$ cat config.mk
export PLATFORM = sky130hd
export DESIGN_NAME = dpram_access_ctrl
export DESIGN_NICKNAME = d
export VERILOG_FILES = /design/src/rtl/dpram_access_ctrl.sv
export SDC_FILE = /design/constraint.sdc
export NUM_CORES = 1
export LEC_CHECK = 0
export ABC_AREA = 1
export BUFFER_PORTS_ARGS = -buffer_cell sky130_fd_sc_hd__clkbuf_2
export CAP_MARGIN = 15
export CORE_MARGIN = 5
export CORE_UTILIZATION = 40
export CTS_BUF_LIST = sky130_fd_sc_hd__clkbuf_4 sky130_fd_sc_hd__clkbuf_8
export CTS_CLUSTER_DIAMETER = 30
export DETAILED_ROUTE_END_ITERATION = 10
export GPL_ROUTABILITY_DRIVEN = 0
export PLACE_DENSITY_LB_ADDON = 0.2
export RECOVER_POWER = 100
export SETUP_SLACK_MARGIN = 0.05
export SYNTH_ARGS = -nofsm -noshare
export SYNTH_HDL_FRONTEND = slang
export SYNTH_SLANG_ARGS = --single-unit
$ cat constraint.sdc
create_clock -name clk -period 5.2 [get_ports clk]
set_input_delay 0 -clock clk [delete_from_list [all_inputs] [get_ports clk]]
set_output_delay 0 -clock clk [all_outputs]
set_load 0.01 [all_outputs]
$ cat src/rtl/dpram_access_ctrl.sv
// dpram_access_ctrl: initiator-side controller for a synchronous dual-port RAM
// (one write port, one registered read port). It takes write/read commands on a
// valid/ready command channel, drives the RAM ports, and returns read data with
// its address through a first-word-fall-through response FIFO.
//
// Optional feature: define DPRAM_CTRL_INIT_EN to sweep INIT_VAL into every RAM
// location after each reset before commands are accepted. When it is undefined
// the controller enters RUN straight out of reset and leaves RAM contents alone.
//
// Ports:
//   clk        rising-edge clock
//   rst        asynchronous active-low reset
//   cmd_valid  command present
//   cmd_ready  command accepted when high with cmd_valid (combinational, depends on cmd_we)
//   cmd_we     1 = write, 0 = read
//   cmd_addr   command address
//   cmd_wdata  write data (ignored for reads)
//   rsp_valid  read response present
//   rsp_ready  response consumed when high with rsp_valid
//   rsp_data   read data
//   rsp_addr   address the data was read from
//   wr_enb     RAM write enable
//   wr_addr    RAM write address
//   wr_data    RAM write data
//   rd_enb     RAM read enable
//   rd_addr    RAM read address
//   rd_data    RAM registered read data, valid 1 clk after rd_enb is sampled
//   init_done  high once the controller is in RUN
module dpram_access_ctrl #(
  parameter int unsigned ADDR_WIDTH = 4,
  parameter int unsigned DEPTH      = 16,
  parameter int unsigned DATA_WIDTH = 8,
  parameter int unsigned RSP_DEPTH  = 4,
  parameter logic [DATA_WIDTH-1:0] INIT_VAL = 8'h00
) (
  input  logic                  clk,
  input  logic                  rst,
  input  logic                  cmd_valid,
  output logic                  cmd_ready,
  input  logic                  cmd_we,
  input  logic [ADDR_WIDTH-1:0] cmd_addr,
  input  logic [DATA_WIDTH-1:0] cmd_wdata,
  output logic                  rsp_valid,
  input  logic                  rsp_ready,
  output logic [DATA_WIDTH-1:0] rsp_data,
  output logic [ADDR_WIDTH-1:0] rsp_addr,
  output logic                  wr_enb,
  output logic [ADDR_WIDTH-1:0] wr_addr,
  output logic [DATA_WIDTH-1:0] wr_data,
  output logic                  rd_enb,
  output logic [ADDR_WIDTH-1:0] rd_addr,
  input  logic [DATA_WIDTH-1:0] rd_data,
  output logic                  init_done
);

  localparam int unsigned PTR_W = $clog2(RSP_DEPTH);
  localparam int unsigned CNT_W = $clog2(RSP_DEPTH + 1);
  localparam int unsigned SUM_W = CNT_W + 1;

  typedef enum logic {
    ST_INIT = 1'b0,
    ST_RUN  = 1'b1
  } state_t;

`ifdef DPRAM_CTRL_INIT_EN
  localparam state_t RST_STATE = ST_INIT;
`else
  localparam state_t RST_STATE = ST_RUN;
`endif

  state_t                r_state, w_state_nxt;
  logic [ADDR_WIDTH-1:0] r_init_cnt, w_init_cnt_nxt;

  logic                  r_wr_enb, w_wr_enb_nxt;
  logic [ADDR_WIDTH-1:0] r_wr_addr, w_wr_addr_nxt;
  logic [DATA_WIDTH-1:0] r_wr_data, w_wr_data_nxt;
  logic                  r_rd_enb, w_rd_enb_nxt;
  logic [ADDR_WIDTH-1:0] r_rd_addr, w_rd_addr_nxt;
  logic                  r_init_done, w_init_done_nxt;

  // Read pipeline: rd_enb delayed once lines up with the RAM's registered data.
  logic                  r_rd_vld_d;
  logic [ADDR_WIDTH-1:0] r_rd_addr_d;
  logic [CNT_W-1:0]      r_inflight;

  logic [DATA_WIDTH-1:0] r_fifo_data [RSP_DEPTH];
  logic [ADDR_WIDTH-1:0] r_fifo_addr [RSP_DEPTH];
  logic [PTR_W-1:0]      r_wr_ptr, r_rd_ptr;
  logic [CNT_W-1:0]      r_fifo_cnt, w_fifo_cnt_nxt;
  logic                  r_rsp_valid;

  logic                  w_credit, w_cmd_ready, w_acc_wr, w_acc_rd;
  logic                  w_push, w_pop;

  // Reads need a FIFO slot reserved for every read not yet consumed; writes never do.
  assign w_credit    = (SUM_W'(r_inflight) + SUM_W'(r_fifo_cnt)) < SUM_W'(RSP_DEPTH);
  // r_init_done is low in reset and during INIT, which keeps cmd_ready low there.
  assign w_cmd_ready = r_init_done & (cmd_we | w_credit);
  assign w_acc_wr    = cmd_valid & w_cmd_ready &  cmd_we;
  assign w_acc_rd    = cmd_valid & w_cmd_ready & ~cmd_we;

  assign w_push         = r_rd_vld_d;
  assign w_pop          = r_rsp_valid & rsp_ready;
  assign w_fifo_cnt_nxt = r_fifo_cnt + CNT_W'(w_push) - CNT_W'(w_pop);

  // State register.
  always_ff @(posedge clk or negedge rst) begin
    if (!rst) begin
      r_state    <= RST_STATE;
      r_init_cnt <= '0;
    end else begin
      r_state    <= w_state_nxt;
      r_init_cnt <= w_init_cnt_nxt;
    end
  end

  // Next state and next values of the registered RAM-side outputs.
  always_comb begin
    w_state_nxt     = r_state;
    w_init_cnt_nxt  = r_init_cnt;
    w_wr_enb_nxt    = 1'b0;
    w_wr_addr_nxt   = r_wr_addr;
    w_wr_data_nxt   = r_wr_data;
    w_rd_enb_nxt    = 1'b0;
    w_rd_addr_nxt   = r_rd_addr;
    w_init_done_nxt = 1'b0;
    case (r_state)
      ST_INIT: begin
        w_wr_enb_nxt   = 1'b1;
        w_wr_addr_nxt  = r_init_cnt;
        w_wr_data_nxt  = INIT_VAL;
        w_init_cnt_nxt = r_init_cnt + ADDR_WIDTH'(1);
        if (r_init_cnt == ADDR_WIDTH'(DEPTH - 1)) begin
          w_state_nxt     = ST_RUN;
          w_init_done_nxt = 1'b1;
          w_init_cnt_nxt  = '0;
        end
      end
      ST_RUN: begin
        w_init_done_nxt = 1'b1;
        if (w_acc_wr) begin
          w_wr_enb_nxt  = 1'b1;
          w_wr_addr_nxt = cmd_addr;
          w_wr_data_nxt = cmd_wdata;
        end
        if (w_acc_rd) begin
          w_rd_enb_nxt  = 1'b1;
          w_rd_addr_nxt = cmd_addr;
        end
      end
      default: w_state_nxt = RST_STATE;
    endcase
  end

  // Registered RAM-side outputs.
  always_ff @(posedge clk or negedge rst) begin
    if (!rst) begin
      r_wr_enb    <= 1'b0;
      r_wr_addr   <= '0;
      r_wr_data   <= '0;
      r_rd_enb    <= 1'b0;
      r_rd_addr   <= '0;
      r_init_done <= 1'b0;
    end else begin
      r_wr_enb    <= w_wr_enb_nxt;
      r_wr_addr   <= w_wr_addr_nxt;
      r_wr_data   <= w_wr_data_nxt;
      r_rd_enb    <= w_rd_enb_nxt;
      r_rd_addr   <= w_rd_addr_nxt;
      r_init_done <= w_init_done_nxt;
    end
  end

  // Read tracking and response FIFO.
  always_ff @(posedge clk or negedge rst) begin
    if (!rst) begin
      r_rd_vld_d  <= 1'b0;
      r_rd_addr_d <= '0;
      r_inflight  <= '0;
      r_wr_ptr    <= '0;
      r_rd_ptr    <= '0;
      r_fifo_cnt  <= '0;
      r_rsp_valid <= 1'b0;
      for (int i = 0; i < RSP_DEPTH; i++) begin
        r_fifo_data[i] <= '0;
        r_fifo_addr[i] <= '0;
      end
    end else begin
      r_rd_vld_d  <= r_rd_enb;
      r_rd_addr_d <= r_rd_addr;
      r_inflight  <= r_inflight + CNT_W'(w_acc_rd) - CNT_W'(w_push);
      if (w_push) begin
        r_fifo_data[r_wr_ptr] <= rd_data;
        r_fifo_addr[r_wr_ptr] <= r_rd_addr_d;
        r_wr_ptr              <= r_wr_ptr + PTR_W'(1);
      end
      if (w_pop) begin
        r_rd_ptr <= r_rd_ptr + PTR_W'(1);
      end
      r_fifo_cnt  <= w_fifo_cnt_nxt;
      r_rsp_valid <= (w_fifo_cnt_nxt != '0);
    end
  end

  assign cmd_ready = w_cmd_ready;
  assign rsp_valid = r_rsp_valid;
  assign rsp_data  = r_fifo_data[r_rd_ptr];
  assign rsp_addr  = r_fifo_addr[r_rd_ptr];
  assign wr_enb    = r_wr_enb;
  assign wr_addr   = r_wr_addr;
  assign wr_data   = r_wr_data;
  assign rd_enb    = r_rd_enb;
  assign rd_addr   = r_rd_addr;
  assign init_done = r_init_done;

endmodule

### Word-level counts from Yosys, hierarchy flattened

Cells that the tools add are included.
Widths: inputs -> output; s select.

* output and inout bits: 33
* logic and storage cells: 74
* register bits after elaboration: 88
* input bits: 25

* reductions and logical operators: 3
* order comparisons: 4
* bitwise gates (word level): 10
* muxes and demuxes: 24
* eq/ne operators: 2
* add/sub/neg operators: 8

Operator list (count)
* $bwmux 32: 1
* $mux 8: 4
* $mux 4: 5
* $bmux 8 s2: 1
* $bwmux 16: 1
* $demux 8 s2: 1
* $pmux 8 s2: 1
* $bmux 4 s2: 1
* $demux 4 s2: 1
* $pmux 4 s2: 1
* $add 3x1->3: 2
* $ge 3x3->1 const B: 2
* $not 2->3: 2
* $sub 3x1->3: 2
* $and 1x1->1: 5
* $mux 1: 5
* $add 2x1->2 const B: 2
* $add 3x3->4: 1
* $add 4x1->4 const B: 1
* $eq 4x4->1 const B: 1
* $lt 4x3->1 const B: 1
* $pmux 1 s2: 2
* $lt 3x1->1 const B: 1
* $reduce_bool 3->1: 1
* other kinds (5): 6

### Depth between registers and ports, before layout

* depth after elaboration: 8
* depth in mapped cells: 11

### Worst setup path before layout

Ideal clock, no wire load.

* kind: register to register
* start: register r_inflight[1]
* end: register r_inflight[2]
* library setup time: 0.123 ns
* data required time: 5.077 ns
* stages on the path, launching flop included: 12
* setup slack: 3.039 ns
* data arrival time: 2.038 ns
* buffers on the path: 0
* path through: dfrtp_1 ha_1 nand2_1 nor2_1 nor2_4 nand4_4 ha_1 inv_1 ha_1 inv_1 fa_1 xnor2_1

* word-level cells in the longest chain between the ends: 8

RTL lines
* start: declaration: RTL line 84 `logic [CNT_W-1:0] r_inflight;`
* start signal: assignment: RTL line 191 `r_inflight <= r_inflight + CNT_W'(w_acc_rd) - CNT_W'(w_push);`
* $add 3x3->4: RTL line 96 `assign w_credit = (SUM_W'(r_inflight) + SUM_W'(r_fifo_cnt)) < SUM_W'(RSP_DEPTH);`
* $lt 4x3->1: RTL line 96
* $or 1x1->1: RTL line 98 `assign w_cmd_ready = r_init_done & (cmd_we | w_credit);`
* $and 1x1->1: RTL line 98
* $and 1x1->1 (2 in series): RTL line 100 `assign w_acc_rd = cmd_valid & w_cmd_ready & ~cmd_we;`
* $add 3x1->3 (*): RTL line 191
* $sub 3x1->3 (*): RTL line 191

Mark *: on every way between the ends. The rest lies on a longest branch, timed or not.
A chain may end at the register's enable or synchronous reset.

### Final worst setup path

* start: register r_rd_ptr[0]
* end: output port rsp_addr[3]

* word-level cells in the longest chain between the ends: 4

RTL lines
* start: declaration: RTL line 88 `logic [PTR_W-1:0] r_wr_ptr, r_rd_ptr;`
* start signal: assignment: RTL line 198 `r_rd_ptr <= r_rd_ptr + PTR_W'(1);`
* $not 2->3 (implied by the code): RTL line 208 `assign rsp_addr = r_fifo_addr[r_rd_ptr];`
* $bmux 4 s2: RTL line 208
* $mux 4 (implied by the code) (2 in series): RTL line 208
* end: declaration: RTL line 46 `output logic [ADDR_WIDTH-1:0] rsp_addr,`

Every way passes these cells. The select of a mux whose other input is x is not followed.

==> impl_summary.md <==
Status
The flow ran to the end, and the final reports show no timing, DRC or antenna violations.

Clock tree
The H-tree generated during clock tree synthesis spans 3 levels. CTS placed an instance of clkbuf_8 at the clock tree root. The clock latency reported for the late side of the worst-skew pair is 350 ps. The longest clock path from root to sink contains 2 buffers.

The register clock-pin slew on the reported worst setup and hold paths is 80 ps. TritonCTS built the clock tree. The number of clock buffers inserted by TritonCTS is 9.

The total clock sinks is 88.

Power and ir drop
In this run the power spent charging and discharging nets is 876.4 uW. Across the VDD grid, the largest voltage drop is 0.0002092 V. The sequential power share is 46.7%. Net switching is 37.35% of the power. The proportion of power drawn by combinational gates is 33.2%. The static leakage is 2.204 nW. The power density over cell area is 518.0 nW/um2.

The clock network accounts for 20.1% of the total power. The internal power of the cells totals 1.470 mW.

Setup path
The data required time of the worst path is 5200 ps. For flop-to-flop paths, the worst setup slack is 2710 ps. Traced cell by cell, the critical path runs through inv_1 > o21ai_0 > o22ai_1 > clkbuf_1.

The endpoint arrival time on the critical path is 2500 ps. The worst setup path is launched from a flip-flop. The critical path endpoint category is a primary output. The biggest cell delay along the critical path is 930 ps. On the critical path the largest part of the delay comes from flip-flops.

The peak fanout along the critical path is 26. Counting both buffers and inverters, the worst setup path holds a total of 2. The slowest stage of the critical path is the dfrtp_1 cell. The critical path is of the reg2out type.

Synthesis
The number of cells produced by synthesis is 405. The mapped netlist covers 3797 um2. The number of nets produced by synthesis is 443. The post-synthesis cell type count is 25.

Sequential cells were found to cover 58.02% of the synthesized design area. After synthesis, the cell types taking the most area are dfrtp_1 57%, o21ai_0 9.8%, nand2_1 8.4%. By count the netlist is led by 87 x dfrtp_1, 85 x nand2_1, 74 x o21ai_0, 35 x nor2_1, 33 x inv_1. For this run, the number of Yosys warnings is 0. In the post-synthesis netlist, the cell with the most instances is dfrtp_1. The most area-hungry cell type in the Yosys netlist is dfrtp_1. The area share of the largest cell type after synthesis is 57.33%.

Among all flip-flop cells after synthesis, the most frequent one is dfrtp_1. The number of enable flip-flop cells after synthesis is 0. The count of state elements after synthesis is 88. The async set or reset register ratio after synthesis is 100.0%. The synthesized area divided by synthesized cell count is 9.376 um2.

Floorplanning
The starting utilization of the core area is 41.10%. The number of top-level design ports is 58. The placeable core area is 9240 um2. The area of the die is 11540 um2. The die is 107.4 um wide. The die extent in y is 107.4 um.

The placement row count is 35.

Place
The wire-length estimate of the detail-placed layout is 5199 um. The total of buffers placed on input and output ports is 57.

GRT
The first-pass GRT wire length is 14020 um. The initial antenna violation count came to 0. For this run, the total global-route usage over all layers was measured as 15.14%. The via count of the first global-routing pass is 2974. Entering global routing, the biggest net connects 86 pins.

The total overflow reported by the global router is 0.

Finish
The number of antenna diodes in the final layout is 0. For this run, the share of the core covered by cells in the final layout is 49.03%. The final layout contains 517 nets. The area overhead of the layout relative to synthesis is 19.31%. The proportion of layout cells with a drive suffix above 1 is 8.884%.

Worst hold path
The type of the tightest min-delay check is in2reg.

Detailed routing
After detailed routing, the number of vias per cell comes to 4.731. The post-route DRC violation count is 0. The vias after detailed routing is 2900.

After the first detailed-routing iteration, the DRC count stood at 151. The average wire length per cell after detail routing is 13.14 um. The number of detailed-route iterations in the first pass is 5. For this block, the routed nets add up to 8053 um of wire. The number of nets with antenna violations after detailed routing is 0.

Timing
For the pin with the worst max-slew slack, the measured transition is 1413 ps. The count of final hold-check violations is 0. The number of pins with negative max-slew slack in the final report was 0.

Between clock sinks in the finished design, the worst skew comes to 8.119 ps. The fraction of the cycle the final worst path needs is 48.13%. The shortest clock period the worst path allows after layout is 2503 ps. Setup repair after global routing left no endpoint under its margin. The maximum clock frequency is 0.3995 GHz. The count of final setup violators is 0. The worst max-slew margin expressed relative to the limit is 5.826%. The setup TNS after final layout is 0 ps.

Run
The max-cap check violation count is 0.
flip-flops by register name, indices dropped and copies added (netlist names):
name         count
rd_enb           1
r_rd_addr_d      4
wr_data          8
r_fifo_cnt       3
r_state          1
wr_addr          4
r_fifo_data     32
wr_enb           1
r_rd_ptr         2
rsp_valid        1
r_wr_ptr         2
rd_addr          4
r_rd_vld_d       1
r_inflight       3
init_done        1
r_fifo_addr     16
r_init_cnt       4
cells by family (layout without fill, tap and decap cells):
family,after synthesis,count (layout),synth area share [%]
buf+inv,55,134,5.964
compound gates,105,105,14.66
fa+ha+maj,13,13,4.679
xor+xnor,6,6,1.384
simple gates,138,138,15.29
flops,88,88,58.02
stage by stage:
stage	worst slack (ps)	instances	instance area [um2]	hold slack [ps]	power (mW)
floorplan	3039	405	3797	-295.6	1.647
global placement	2978	573	4163	-199.9	1.916
detailed placement	2888	573	4163	-200.1	1.940
CTS	2871	612	4594	8.157	2.437
global route	2477	613	4531	39.03	2.570
finish	2697	613	4531	7.141	2.347
placed cells by master, fill, tap and decap left out:
cell type / n
nand2_1: 90
dfrtp_1: 87
o21ai_0: 78
nor2_1: 37
inv_1: 35
clkbuf_1: 33
clkbuf_2: 24
dlygate4sd3_1: 23
o22ai_1: 12
ha_1: 11
nand3_1: 10
clkbuf_8: 10
a21oi_1: 7
o21bai_1: 4
xnor2_1: 3
xor2_1: 3
a31oi_1: 3
fa_1: 2
clkinv_2: 2
clkbuf_4: 2
inv_2: 1
nand4_1: 1
o21a_1: 1
bufinv_16: 1
clkinv_4: 1
clkinvlp_4: 1
buf_16: 1
dfstp_1: 1
power by group through the flow:
stage	Combinational, mW	Sequential (mW)	Clock (mW)
4_1_cts	0.844	1.10	0.493
2_1_floorplan	0.595	1.05	0
6_report	0.778	1.10	0.472
3_5_place_dp	0.826	1.11	0
5_1_grt	0.917	1.13	0.521
3_3_place_gp	0.808	1.11	0
layer usage:
layer  up-vias  track usage [%]  share of wire, %
li1       1461                -                 -
met1      1382            18.65                46
met2        53            26.27                48
met3         4            3.599               4.6
met4         0            4.689              0.61
met5         -                0                 0
worst paths after layout:
check | start | to | cells after the start
setup / recovery | r_rd_ptr[0] | rsp_addr[3] | 4
hold / removal | rsp_ready | r_rd_ptr[0] | 4
setup reg to reg | r_inflight[1] | r_inflight[2] | 11
hold reg to reg | rd_enb | r_rd_vld_d | 0
max in group asynchronous | rst | r_state | 4
min in group asynchronous | rst | r_fifo_data[7] | 3
worst register-to-register path: cells and delay by family, from the launching register on:
family        cells  cell delay (ps)
simple gates      4              550
buf+inv           2              100
xor+xnor          1              140
flops             1              440
fa+ha+maj         4             1160
area by class of cell:
cell class / instances / area (um2)
clock inverter: 5 / 56.30
clock buffer: 11 / 145.1
timing repair buffer: 82 / 509.2
inverter: 36 / 135.1
multi-input combinational: 262 / 1320
fill: 891 / 4710
sequential: 88 / 2203
tap: 129 / 161.4
what timing repair did:
action,4_1_cts,5_1_grt
buffers inserted,0,0
hold endpoints to repair,52,0
gates resized for setup,0,0
hold buffers,23,0
setup endpoints to repair,0,0
Power figures use the tool's default switching activity.
